==> src/rtl/fetch_stage.sv <==
// F stage of the 5-stage MIPS pipeline: PC register, next-PC select, fetch counter.
// Define FETCH_EXC_EN to add the F_exc_adel fetch-address check.
module fetch_stage #(
   parameter logic [31:0] RESET_PC = 32'h0000_3000,
   parameter logic [31:0] IM_BASE  = 32'h0000_3000,
   parameter logic [31:0] IM_END   = 32'h0000_6FFC
) (
   input  logic        clk,
   input  logic        reset,
   input  logic        stall,
   input  logic [2:0]  npc_op,
   input  logic [31:0] D_PC,
   input  logic [15:0] D_imm16,
   input  logic [25:0] D_imm26,
   input  logic [31:0] D_rs_data,
   input  logic [31:0] i_inst_rdata,
   output logic [31:0] i_inst_addr,
   output logic [31:0] F_PC,
   output logic [31:0] F_PCplus8,
   output logic [31:0] F_instr,
   output logic [31:0] fetch_cnt
`ifdef FETCH_EXC_EN
   ,
   output logic        F_exc_adel
`endif
);

   logic [31:0] pc_q;
   logic [31:0] cnt_q;
   logic [31:0] npc;
   logic [31:0] seq_pc;
   logic [31:0] br_pc;
   logic [31:0] j_pc;

   assign seq_pc = pc_q + 32'd4;
   assign br_pc  = D_PC + 32'd4 + {{14{D_imm16[15]}}, D_imm16, 2'b00};
   assign j_pc   = {D_PC[31:28], D_imm26, 2'b00};

   always_comb begin
      npc = seq_pc;
      case (npc_op)
         3'd1:    npc = br_pc;
         3'd2:    npc = j_pc;
         3'd3:    npc = D_rs_data;
         default: npc = seq_pc;
      endcase
   end

   // D is frozen by the same stall, so a held redirect is simply re-presented
   always_ff @(posedge clk) begin
      if (reset) begin
         pc_q  <= RESET_PC;
         cnt_q <= '0;
      end else if (!stall) begin
         pc_q  <= npc;
         cnt_q <= cnt_q + 32'd1;
      end
   end

   assign F_PC        = pc_q;
   assign i_inst_addr = pc_q;
   assign F_PCplus8   = pc_q + 32'd8;
   assign fetch_cnt   = cnt_q;

`ifdef FETCH_EXC_EN
   assign F_exc_adel = (pc_q[1:0] != 2'b00) || (pc_q < IM_BASE) ||
                       (pc_q > IM_END);
   assign F_instr    = F_exc_adel ? 32'h0000_0000 : i_inst_rdata;
`else
   assign F_instr = i_inst_rdata;
`endif

endmodule

==> config.mk <==
export PLATFORM = sky130hd
export DESIGN_NAME = fetch_stage
export DESIGN_NICKNAME = d
export VERILOG_FILES = /design/src/rtl/fetch_stage.sv
export SDC_FILE = /design/constraint.sdc
export NUM_CORES = 1
export LEC_CHECK = 0
export CAP_MARGIN = 20
export CORE_AREA = 4 4 159 100
export CTS_BUF_LIST = sky130_fd_sc_hd__clkbuf_8
export CTS_CLUSTER_SIZE = 8
export DETAILED_ROUTE_END_ITERATION = 7
export DIE_AREA = 0 0 163 104
export GPL_TIMING_DRIVEN = 0
export PLACE_DENSITY = 0.91
export SYNTH_ARGS = -nofsm -noshare
export SYNTH_HDL_FRONTEND = slang
export SYNTH_SLANG_ARGS = --single-unit
==> constraint.sdc <==
create_clock -name clk -period 7.1 [get_ports clk]
set_input_delay 1.065 -clock clk [delete_from_list [all_inputs] [get_ports clk]]
set_output_delay 1.065 -clock clk [all_outputs]
set_load 0.1 [all_outputs]
Word level (Yosys, flattened, before mapping)
Cells that the tools add are included.
{"block": "word_totals", "ff_bits": 64, "latch_bits": 0, "ramBits": 0, "mem_bits_ro": 0, "in_bits": 144, "out_inout_bits": 160, "elab_cells": 11, "mem_count": 0}
{"block": "op_classes", "add_sub_neg": 5, "mul": 0, "div": 0, "order_cmp": 0, "n_eq_ne": 3, "shift": 0, "n_mux": 1, "bitwise_logic": 0, "n_reduce_logical": 0}
{"op": "32-bit one-hot mux with 3 select lines", "n": 1}
{"op": "32-bit by 3-bit adder with 32-bit output, second input constant", "n": 2}
{"op": "32-bit by 1-bit adder with 32-bit output, second input constant", "n": 1}
{"op": "32-bit adder", "n": 1}
{"op": "32-bit by 4-bit adder with 32-bit output, second input constant", "n": 1}
{"op": "3-bit by 2-bit == test with 1-bit output, second input constant", "n": 2}
{"op": "3-bit by 1-bit == test with 1-bit output, second input constant", "n": 1}

Depth between registers and ports, before layout
Gate-level depths: netlist of the first run.
{"block": "logic_depth", "depth_word": 3, "ltp_mapped": 14, "depth_no_buf": 14}

Least setup slack after synthesis of the first run
OpenSTA, ideal clock, no wires.
{"block": "synth_timing", "path_type": "register to output", "startpoint": "register pc_q[7], in the netlist F_PC[7]", "endpoint": "output port F_PCplus8[30]", "arrival_ps": 4012, "required_ps": 6035, "path_slack_ps": 2023, "path_stages_with_launch": 7, "n_path_buf": 0, "path_cell_list": "dfxtp_1 -> nand3_1 -> nor3_1 -> nand2_1 -> nor2_1 -> nand4_1 -> xnor2_1"}
{"block": "synth_via", "elab_chain_cells": 1}
{"item": "start, declared", "line_no": "28", "source": "logic [31:0] pc_q;"}
{"item": "start signal, assigned", "line_no": "55", "source": "pc_q <= npc;"}
{"item": "32-bit by 4-bit adder with 32-bit output", "line_no": "62", "source": "assign F_PCplus8 = pc_q + 32'd8;"}
{"item": "end, declared", "line_no": "19", "source": "output logic [31:0] F_PCplus8,"}
No other way between the ends.

Final worst setup path of the first run
{"block": "layout_timing", "startpoint": "register pc_q[9], in the netlist F_PC[9]", "endpoint": "output port F_PCplus8[30]"}
Same word-level chain as after synthesis.

==> key figures, run 1 <==
Routing
  – Initial DRT Pass Iterations: 5
  – DRC viols: 0
  – Post-Route WL: 27,600 µm
  – Initial drt markers: 975
  – Routed wire length per instance: 19.84 µm
  – Via count: 8,029
  – Vias per std cell: 5.772
  – Antenna-violating nets left: 0

Cells and area
  – Ratio of cells with drive above 1 in the final layout: 0.08131
  – # diodes: 0
  – Filler Cell Count: 1,238
  – Final #Nets: 1,393
  – Synth-to-layout area growth: 47.00%

Clocking
  – Clk buf depth: 2
  – CTS H-tree depth: 3
  – Post-CTS Hold Buffers: 0
  – Post-CTS setup buffer count: 0
  – CTS buffer count: 9
  – Worst skew pair latency: 0.36 ns
  – Root buf cell: clkbuf_8
  – CTS Sinks: 64
  – Worst-path clk slew: 0.08 ns
  – CTS tree: done
  – Post-cts repair resize count: 0

Power and ir drop
  – Max VDD drop: 0.00009981 V
  – NetSw: 790.7 µW
  – Power Dens Cells: 164.1 nW/µm²
  – Flop pwr share: 0.251
  – Power, Total: 1.600 mW
  – Internal power: 809.4 µW
  – Leak: 3.987 nW
  – Logic gate share of total power: 0.552
  – Clock Power Share: 0.197
  – Switching power share of the total: 0.4941

STA
  – F_max: 185.8 MHz
  – Post-layout min period: 5.382 ns
  – Slew at the pin closest to its max-slew limit: 1.023 ns
  – Setup violations, final: 0
  – Unrepaired setup endpoints after global routing: no
  – Final setup TNS: 0 ns
  – Slew headroom: 0.3159
  – Clock skew: 0.009674 ns
  – Crit share post-route: 0.7581
  – Max-slew violation count: 0
  – Final hold vios: 0

Global route
  – M2 GR Usage: 0.4734
  – Pin count of the biggest net entering global routing: 16
  – Most used routing layer: met2
  – Vias in the first global route: 7,641
  – First-pass GRT wire length: 42,440 µm
  – Initial antenna violation count: 0
  – Grt total ovfl: 0
  – Tot GR Track Use: 0.3113
  – Met3 usage: 0.09584
  – Met1 Resource Use GR: 0.4350

Synthesis
  – Number of synthesized register bits: 64
  – Synth top area share: 0.1931
  – Top-count cell post-synth: nor2_1
  – Mapped cell area: 6634 µm²
  – Mean Syn Cell Area: 7.298 µm²
  – Synth top cells by count: nor2_1, a21oi_1, nand2_1, buf_4, dfxtp_1
  – Syn Inst Count: 909
  – Post-Synthesis Net Count: 1,114
  – Register area share after synthesis: 0.1931
  – Yosys warns: 0
  – Synth Flop Type: dfxtp_1
  – Post-synth ARST share: 0
  – Netlist cell types: 58
  – Leading area contributor after synthesis: dfxtp_1
  – Number of synthesized flops with an enable pin: 0
  – Area contributors post-synth: dfxtp_1, ha_1, buf_4

Critical path
  – Crit-path max FO: 9
  – Crit-path slowest cell: clkdlybuf4s50_1
  – Largest delay share family, worst path: simple AND/OR/NAND/NOR gates
  – Nature of the critical path endpoint: output pin
  – Setup CP Type: register to output pin
  – Worst path max stage delay: 1.16 ns
  – Cells along the critical path: nand3_1, nor3_1, nand2_1, nor2_1, nand4_1, xnor2_1, clkdlybuf4s50_1
  – Startpoint types: register
  – WP data required: 6.03 ns
  – Worst EP arrival: 4.32 ns
  – CP bufs+invs: 1

Floorplanning
  – Initial Utilization: 0.4641
  – Die W: 163 µm
  – Die H: 104 µm
  – Die Footprint: 16,950 µm²
  – Rows: 34
  – Ports: 304
  – Area of the core: 14,290 µm²

Hold path
  – Hold Path Class: register to register

Place
  – RePlAce Congestion: 0.9930
  – # port buffers: 268
  – DP HPWL: 22,400 µm

Flow run
  – Max Cap Violations: 0

Outcome
  – Status: completed
## power groups by stage
stage | clock network (mW) | logic (mW) | registers, mW
floorplan | 0 | 0.535 | 0.494
global placement | 0 | 0.863 | 0.408
detailed placement | 0 | 0.869 | 0.408
CTS | 0.313 | 0.874 | 0.400
global route | 0.327 | 0.924 | 0.403
finish | 0.315 | 0.884 | 0.401
## cell families after synthesis
family	Yosys count	synth area share
muxes	13	0.01961
and+or+nand+nor	316	0.2237
xor gates and xnor gates	84	0.1109
AOI/OAI and AO/OA	230	0.2175
DFF	64	0.1931
buffers and inverters	141	0.1190
adders and majority gates	61	0.1162
## placed cells by master, fill, tap and decap left out, drive strengths merged, types with 3 or more instances in the layout
| master | instances |
|---|---|
| clkdlybuf4s50 | 268 |
| nor2 | 100 |
| a21oi | 87 |
| nand2 | 82 |
| buf | 78 |
| dfxtp | 64 |
| ha | 60 |
| xor2 | 46 |
| o21ai | 43 |
| clkbuf | 40 |
| xnor2 | 38 |
| nand3 | 35 |
| inv | 33 |
| a31oi | 22 |
| nand4 | 20 |
| nor3 | 18 |
| a21o | 17 |
| and3 | 15 |
| a211oi | 14 |
| nand2b | 13 |
| mux2i | 13 |
| nor2b | 7 |
| and2 | 6 |
| o211ai | 6 |
| and4 | 5 |
| o31ai | 5 |
| o21bai | 5 |
| or3 | 4 |
| a41oi | 4 |
| o22ai | 3 |
| o221ai | 3 |
| a221oi | 3 |
| nor4 | 3 |
| o32ai | 3 |
| clkinv | 3 |
## per-stage QoR
step                      worst slack [ns]  hold slack (ns)  instance area (µm²)    util  std cells
after floorplan                      2.023           0.9530                 6634       -        909
after global placement               2.403           0.4965                 9564  0.6691       1375
after detailed placement             2.390           0.5108                 9564  0.6691       1375
after CTS                            1.974           0.5192                 9752  0.6822       1391
after global routing                 1.628           0.5761                 9752  0.6822       1391
final                                1.718           0.5192                 9752  0.6822       1391
## worst reg2reg max path: stages, from the launching register on
cell and delay, ns:
dfxtp_1 0.60, ha_1 0.28, nand2_1 0.13, nor3_1 0.43, nand2_1 0.18, nor3_1 0.80
nand4_1 0.26, xnor2_1 0.20, a21oi_1 0.08, o22ai_1 0.19
## state kept, by name (all words and copies together), names as in the netlist
name and cells:
fetch_cnt 32, F_PC 32
## final cells by class
| class | instances | area, µm² | share of cell area |
|---|---|---|---|
| Inverter | 32 | 120.1 | 0.01232 |
| Clock buffer | 9 | 123.9 | 0.01270 |
| Buffer | 109 | 669.4 | 0.06864 |
| Multi-Input combinational cell | 704 | 4563 | 0.4679 |
| Clock inverter | 7 | 63.81 | 0.006543 |
| Sequential cell | 64 | 1281 | 0.1314 |
| Timing Repair Buffer | 268 | 2683 | 0.2751 |
| Tap cell | 198 | 247.7 | 0.02540 |
## routing by layer
metal  share of wire  up-vias
li1                -     3720
met2            0.43      539
met4           0.018        0
met5               0        -
met3            0.13       55
met1            0.42     3715
## worst paths after layout
check                                    from             to  slack [ns]  depth (start not counted)
worst min register to register  fetch_cnt[12]  fetch_cnt[12]        0.52                          2
worst min-delay path            fetch_cnt[12]  fetch_cnt[12]        0.52                          2
worst max register to register        F_PC[2]       F_PC[30]        3.88                          9
worst max-delay path                  F_PC[9]  F_PCplus8[30]        1.72                          7
Power figures use the tool's default switching activity.
==> run 2, diff against run 1 <==
--- a/config.mk
+++ b/config.mk
@@ -6,13 +6,13 @@
 export NUM_CORES = 1
 export LEC_CHECK = 0
 export CAP_MARGIN = 20
-export CORE_AREA = 4 4 159 100
+export CORE_AREA = 4 4 164 103
 export CTS_BUF_LIST = sky130_fd_sc_hd__clkbuf_8
 export CTS_CLUSTER_SIZE = 8
 export DETAILED_ROUTE_END_ITERATION = 7
-export DIE_AREA = 0 0 163 104
+export DIE_AREA = 0 0 168 107
 export GPL_TIMING_DRIVEN = 0
-export PLACE_DENSITY = 0.91
+export PLACE_DENSITY = 0.86
 export SYNTH_ARGS = -nofsm -noshare
 export SYNTH_HDL_FRONTEND = slang
 export SYNTH_SLANG_ARGS = --single-unit
==> constraint.sdc (replaced) <==
create_clock -name clk -period 5.25 [get_ports clk]
set_input_delay 0.7875 -clock clk [delete_from_list [all_inputs] [get_ports clk]]
set_output_delay 0.7875 -clock clk [all_outputs]
set_load 0.1 [all_outputs]
==> key figures, run 2 (synthesis gave the netlist of run 1 again) <==
Outcome
  – Status: completed

Cells and area
  – # diodes: 0 (unchanged)
  – Ratio of cells with drive above 1 in the final layout: 0.07963 (-0.001676)
  – Commonest non-fill, non-tap cell in the layout: clkdlybuf4s50_1
  – Combined area of the multi-input logic cells: 4563 µm² (unchanged)
  – Core Util, Final: 0.6442 (-0.03803)
  – Synth-to-layout area growth: 47.57%
  – Final #Nets: 1,393 (unchanged)
  – Filler Cell Count: 1,326 (+7.1%)
  – Most frequent cells in the layout: clkdlybuf4s50_1, nor2_1, a21oi_1
  – FF+latch area: 1281 µm² (unchanged)

STA
  – Crit share post-route: 0.9617
  – Final setup TNS: 0 ns (unchanged)
  – F_max: 198.1 MHz
  – Unrepaired setup endpoints after global routing: no
  – Slew headroom: 0.3036 (-0.01228)
  – Clock skew: 0.01072 ns (+0.001048 ns)
  – Max-slew violation count: 0 (unchanged)
  – Setup violations, final: 0 (unchanged)
  – Slew at the pin closest to its max-slew limit: 1.041 ns (+0.01836 ns)
  – Post-layout min period: 5.049 ns
  – Final hold vios: 0 (unchanged)

Routing
  – Routed wire length per instance: 19.66 µm (-0.92%)
  – DRC viols: 0 (unchanged)
  – Initial drt markers: 874 (-10%)
  – Initial DRT Pass Iterations: 5 (unchanged)
  – Vias per std cell: 5.681 (-1.6%)
  – Antenna-violating nets left: 0 (unchanged)
  – Via count: 7,931 (-1.2%)
  – Post-Route WL: 27,440 µm (-0.56%)

Power and ir drop
  – Leak: 4.042 nW (+1.4%)
  – Flop pwr share: 0.245 (-0.006)
  – Switching power share of the total: 0.4785 (-0.01567)
  – Clock Power Share: 0.216 (+0.019)
  – Max VDD drop: 0.0001566 V (+57%)
  – Power Dens Cells: 226.2 nW/µm² (+38%)
  – Logic gate share of total power: 0.539 (-0.013)
  – Internal power: 1.155 mW (+43%)
  – Power, Total: 2.214 mW (+38%)
  – NetSw: 1.059 mW (+34%)

Critical path
  – Startpoint types: register
  – Nature of the critical path endpoint: output pin
  – Crit-path max FO: 9 (unchanged)
  – Setup CP Type: register to output pin
  – Worst EP arrival: 4.26 ns (-0.06 ns)
  – WP data required: 4.46 ns (-1.57 ns)

Clocking
  – CTS Sinks: 64 (unchanged)
  – CTS buffer count: 9 (unchanged)
  – Worst-path clk slew: 0.07 ns (about the same)
  – CTS tree: done
  – Clk buf depth: 2 (unchanged)
  – Post-cts repair resize count: 0 (unchanged)
  – CTS H-tree depth: 3 (unchanged)
  – Post-CTS setup buffer count: 0 (unchanged)
  – Worst skew pair latency: 0.36 ns (about the same)
  – Root buf cell: clkbuf_8
  – Post-CTS Hold Buffers: 0 (unchanged)

Global route
  – Vias in the first global route: 7,473 (-2.2%)
  – Tot GR Track Use: 0.2895 (-0.02177)
  – First-pass GRT wire length: 41,670 µm (-1.8%)
  – Initial antenna violation count: 0 (unchanged)
  – Grt total ovfl: 0 (unchanged)
  – Pin count of the biggest net entering global routing: 16 (unchanged)

Floorplanning
  – Ports: 304 (unchanged)
  – Initial Utilization: 0.4366 (-0.02755)
  – Die W: 168 µm (+3.1%)
  – Rows: 35 (+2.9%)
  – Die H: 107 µm (+2.9%)
  – Area of the core: 15,200 µm² (+6.3%)
  – Die Footprint: 17,980 µm² (+6.0%)

Hold path
  – Hold Path Class: register to register

Flow run
  – Max Cap Violations: 0 (unchanged)

Place
  – # port buffers: 268 (unchanged)
  – DP HPWL: 22,250 µm (-0.65%)
  – RePlAce Congestion: 1.055 (+6.2%)
-- run 2: cell types whose count changed in the layout (fill, tap and decap cells not counted) --
cell             before  now
clkinvlp_4            2    0
dlymetal6s2s_1        0    2
bufinv_16             1    2
clkdlybuf4s50_1     268  266
clkinv_2              3    1
inv_1                33   35
clkbuf_8              9   10
-- run 2: through the flow --
step	worst slack, ns	instance area (µm²)	std cells	hold WS [ns]
after floorplan	0.4508	6634	909	0.9530
after global placement	0.7853	9570	1380	0.4968
after detailed placement	0.8061	9570	1380	0.5087
after CTS	0.4008	9784	1396	0.5213
after global routing	0.007852	9789	1396	0.5490
final	0.2011	9789	1396	0.5204
-- run 2: worst paths after layout --
kind | slack (ns) | depth (start not counted) | startpoint | end
worst max-delay path | 0.20 | 7 | F_PC[9] | F_PCplus8[24]
worst min-delay path | 0.52 | 2 | fetch_cnt[16] | fetch_cnt[16]
worst max register to register | 2.12 | 9 | F_PC[2] | F_PC[30]
worst min register to register | 0.52 | 2 | fetch_cnt[16] | fetch_cnt[16]
-- run 2: worst max-delay path, cell delays in order (launching register included) --
cell	delay, ns
dfxtp_1	0.54
nand3_1	0.25
nor3_1	0.82
nand2_1	0.29
nor2_1	0.52
nand2_1	0.15
xnor2_1	0.17
clkdlybuf4s50_1	1.15
-- run 2: power by group through the flow --
stage / combinational (mW) / sequential, mW / clock [mW]
detailed placement: 1.17 / 0.552 / 0
global route: 1.25 / 0.546 / 0.499
floorplan: 0.723 / 0.667 / 0
global placement: 1.16 / 0.553 / 0
CTS: 1.18 / 0.542 / 0.478
finish: 1.19 / 0.543 / 0.478
-- run 2: area by class of cell --
class / count / share of cell area
timing repair buffer: 268 / 0.2745
clock inverter: 6 / 0.007797
inverter: 32 / 0.01227
clock buffer: 10 / 0.01406
sequential: 64 / 0.1309
multi-input combinational: 704 / 0.4661
buffer: 109 / 0.06838
tap: 203 / 0.02595
-- run 2: metal layers --
layer  GRT usage  up-vias  routed length, µm
met1      0.4061     3655              11810
met3     0.09764       40               3650
met5           0        -                  0
met4     0.05501        0                398
li1            -     3713                  -
met2      0.4336      523              11580
==> RTL change 1 (flow settings as in run 1) <==
Build with the macro `FETCH_EXC_EN` defined.
--- a/src/rtl/fetch_stage.sv
+++ b/src/rtl/fetch_stage.sv
@@ -1,5 +1,7 @@
 // F stage of the 5-stage MIPS pipeline: PC register, next-PC select, fetch counter.
 // Define FETCH_EXC_EN to add the F_exc_adel fetch-address check.
+`define FETCH_EXC_EN
+
 module fetch_stage #(
    parameter logic [31:0] RESET_PC = 32'h0000_3000,
    parameter logic [31:0] IM_BASE  = 32'h0000_3000,
Formal check against the unedited RTL (old outputs only; new: F_exc_adel): not equivalent (Yosys sat finds a counterexample within 4 cycles, from zero or initial values and one cycle with reset high).
==> RTL change 1 against run 1 <==
Routed wire length increased by 13%; synthesized cell count increased by 5.8%; final area increased by 8.4%; area after synthesis increased by 6.2%; worst setup slack improved by 0.20 ns; total power increased by 7.8%; worst hold slack got worse by 0.037 ns; sequential cell count unchanged; largest cell class unchanged.
==> RTL change 1: results <==
[worst_setup_path]
worstSetupStartpoint = "F_PC[13]"
worst_ep_arrival_time_ns = 4.12
r2r-end = "F_PC[24]"
worst_setup_path_endpoint = "F_PCplus8[24]"
r2r_cells = 8
critical-path-max-stage-delay_ns = 1.20
worstPathMaxFanout = 8
timing.critical_path.slowest_stage_cell = "clkdlybuf4s50_1"
timing.reg2reg.setup_slack_ns = 4.44

[placed_design]
port_buffers = 304
gp_routability_congestion = 1.06
placement.cell_area_mm2 = 0.0103
minimum_setup_slack_after_placement_ns = 2.41
place.detailed.hpwl_mm = 25.4

[synthesis]
yosysTopAreaCellShare_pct = 18.2
synth-async-reset-ratio_pct = 0
count_of_different_cell_masters_after_synthesis = 75
synth.area.top_cells = "dfxtp_1 (18%), ha_1 (11%), a21oi_1 (5.5%), xnor2_1 (5.2%), xor2_1 (5.0%)"
synthesis.area_per_instance_um2 = 7.33
yosysWarningCount = 0
syn-num-nets = 1167
netlist_top_cells_count = "nor2_1 (92), nand2_1 (84), a21oi_1 (78)"
synth_sequential_area_ratio_pct = 18.2

[power]
worst_ir_drop_vdd_mv = 0.104
pwr-share-clk_pct = 21.9
p_per_area_mw_per_mm2 = 163
power.switching_fraction_pct = 49.4
power_combinational_uw = 943
power.static_leakage_uw = 0.00412

[cts]
cts_resized = 0
clock_tree.buffer_depth = 2
htreeDepth = 3
root_buffer = "clkbuf_8"

[timing]
tightest_slew_ns = 1.07
clock-skew-final_ns = 0.0172
ratio_of_final_minimum_period_to_clock_period_pct = 73.0
hold-worst-slack_ns = 0.482

[finish]
drive_above_1_share_pct = 7.64
filler_cell_count = 1154
antenna_cells_inserted = 0
fin_cells = 1480
finalNetCount = 1482

[grt]
antenna_violations_before_repair = 0
grt_use_total_pct = 34.8
grt_pass1_wl_mm = 47.0
grt_start_max_net_pins = 16
grt_pass1_vias = 8397

[run_status]
run_status = "complete, no violations"

[route]
detail_route.wirelength_mm = 31.3
drtPass1Iterations = 5
vias_per_cell = 6.06
first_iter_violations = 1119
drcViolationCount = 0

[worst_hold_path]
hold_path_class = "reg -> reg"
hp-start = "fetch_cnt[31]"
hold-path-endpoint = "fetch_cnt[31]"
worst_hold_path_cell_count = 2
[RTL change 1: changes by cell type after synthesis, sizes merged, moves of 7 or more]
cell and delta:
and2 +32, buf -17, nand3 +11, o21ai +11, nor4 +8, a21oi -7, nor3 -7
[RTL change 1: layout make-up]
type	instances	area share (%)
Buffer	94	4.93
Clock inverter	7	0.983
Timing Repair Buffer	304	28.8
Inverter	32	1.14
Clock buffer	9	1.17
Sequential cell	64	12.1
Multi-Input combinational cell	772	48.5
Tap cell	198	2.34
[RTL change 1: routing by layer]
layer | wire [um] | part of all wire [%] | track usage (%)
met1 | 12700 | 41 | 47.2
met2 | 13300 | 43 | 53.2
met5 | 55 | 0.18 | 2.73
met3 | 4490 | 14 | 11.5
met4 | 752 | 2.4 | 8.38
[RTL change 1: cell families (layout without fill, tap and decap cells)]
logic type,after synthesis,in the layout,synth area share [%]
simple gates,364,364,26.7
flops,64,64,18.2
xor+xnor,82,82,10.2
mux,18,18,2.61
fa+ha+maj,61,61,10.9
compound gates,247,247,22.3
buf+inv,126,446,9.09
==> RTL change 2 (settings of run 1) <==
Made on the original files. Put one more register stage on the output `fetch_cnt`, without a reset. The value now appears one clock later. The other outputs are not delayed to match.
--- a/src/rtl/fetch_stage.sv
+++ b/src/rtl/fetch_stage.sv
@@ -60,7 +60,9 @@
    assign F_PC        = pc_q;
    assign i_inst_addr = pc_q;
    assign F_PCplus8   = pc_q + 32'd8;
-   assign fetch_cnt   = cnt_q;
+   always_ff @(posedge clk) begin
+      fetch_cnt <= cnt_q;
+   end
 
 `ifdef FETCH_EXC_EN
    assign F_exc_adel = (pc_q[1:0] != 2'b00) || (pc_q < IM_BASE) ||
Function: changed (a bounded check fails within 4 cycles, from zero or initial values and one cycle with reset high).
==> RTL change 2 against run 1 <==
Final area rose by 10%; total power rose by 19%; area after synthesis rose by 14%; routed wire length rose by 4.1%; clock skew fell by 0.0031 ns; sequential cell count rose by 32; cell count rose by 4.3%; worst setup slack improved by 0.073 ns; critical path type unchanged; largest cell class unchanged; largest power group unchanged.
==> RTL change 2: results <==
[timing]
tightest_slew_ns = 1.04
clock-skew-final_ns = 0.00662

[worst_setup_path]
r2r-end = "F_PC[26]"
worstSetupStartpoint = "F_PC[4]"
worst_ep_arrival_time_ns = 4.24
timing.critical_path.slowest_stage_cell = "clkdlybuf4s50_1"
critical-path-max-stage-delay_ns = 1.18
timing.reg2reg.setup_slack_ns = 4.48
worst_setup_path_endpoint = "F_PCplus8[27]"

[synthesis]
synth_adder_area_share_pct = 10.2
synthMuxAreaShare_pct = 3.05
synth_xor_area_share_pct = 9.00
count_of_different_cell_masters_after_synthesis = 68
synth.area.top_cells = "dfxtp_1 (25%), ha_1 (9.9%), buf_4 (7.0%), a21oi_1 (5.7%), xnor2_1 (5.3%)"
netlist_top_cells_count = "dfxtp_1 (96), nor2_1 (88), a21oi_1 (87)"
synth_compound_gate_area_share_pct = 19.5

[grt]
globalRouteMet3Util_pct = 8.40
groute.layer.met2.usage_pct = 49.9
grt_pass1_vias = 8197
grt_start_max_net_pins = 19
grt_use_total_pct = 32.3
antenna_violations_before_repair = 1
grt_pass1_wl_mm = 44.3

[route]
drtPass1Iterations = 6
first_iter_violations = 1034
dr_total_vias = 8501
wire_per_inst_um = 19.8

[cts]
clk_pin_slew_worst_paths_ns = 0.10

[placed_design]
gp_routability_congestion = 0.958
port_buffers = 269
place.detailed.hpwl_mm = 23.1

[run_status]
run_status = "complete, no violations"

[finish]
drive_above_1_share_pct = 9.50
finalNetCount = 1453

[power]
worst_ir_drop_vdd_mv = 0.113
power.static_leakage_uw = 0.00429
RTL change 2: cell count changes in the layout (fill, tap and decap cells not counted), sizes merged, moves of 11 or more:
cell,before,now
dfxtp,64,96
a31oi,22,9
buf,78,90
nor2,100,88
xor2,46,32
o21ai,43,54
RTL change 2: cell type report:
cell class                 instances  area, um^2
tap                              198         248
sequential                        96        1920
timing repair buffer             269        2690
clock buffer                       9         124
clock inverter                     7        83.8
inverter                          39         146
buffer                           118         727
fill                            1137        3560
multi-input combinational        715        4790
RTL change 2: report_power, final:
part	total [uW]	internal [uW]	switching, uW
Combinational	936	291	645
Sequential	582	554	28.5
Clock	388	170	218
Total	1910	1010	891
RTL change 2: how the worst min path moves through the flow:
stage	slack (ns)	from	depth (start not counted)	to
after floorplan	0.35	cnt_q[31]	0	fetch_cnt[31]
after global placement	0.36	cnt_q[31]	0	fetch_cnt[31]
after detailed placement	0.37	cnt_q[31]	0	fetch_cnt[31]
after CTS	0.38	cnt_q[31]	0	fetch_cnt[31]
after global routing	0.39	cnt_q[31]	0	fetch_cnt[31]
final	0.38	cnt_q[31]	0	fetch_cnt[31]
RTL change 2: cell families (layout without fill, tap and decap cells):
family                   count (synthesis)  count (layout)
flip-flops                              96              96
XOR/XNOR                                78              78
AO/OA/AOI/OAI                          235             235
multiplexers                            23              23
buffers and inverters                  157             442
AND/OR/NAND/NOR                        318             318
adder cells (fa/ha/maj)                 61              61
RTL change 2: metrics by stage:
stage / instances / setup WS (ns) / area, um^2 / total power, uW
after floorplan: 968 / 2.04 / 7590 / 1250
after global placement: 1435 / 2.32 / 10500 / 1500
after detailed placement: 1435 / 2.31 / 10500 / 1510
after CTS: 1451 / 1.86 / 10700 / 1890
after global routing: 1451 / 1.69 / 10700 / 1970
final: 1451 / 1.79 / 10700 / 1910
RTL change 2: layer usage:
| metal | routed length [um] | up-vias |
|---|---|---|
| met2 | 12400 | 597 |
| met5 | 13 | - |
| met4 | 611 | 2 |
| li1 | - | 3943 |
| met3 | 3720 | 65 |
| met1 | 11900 | 3894 |
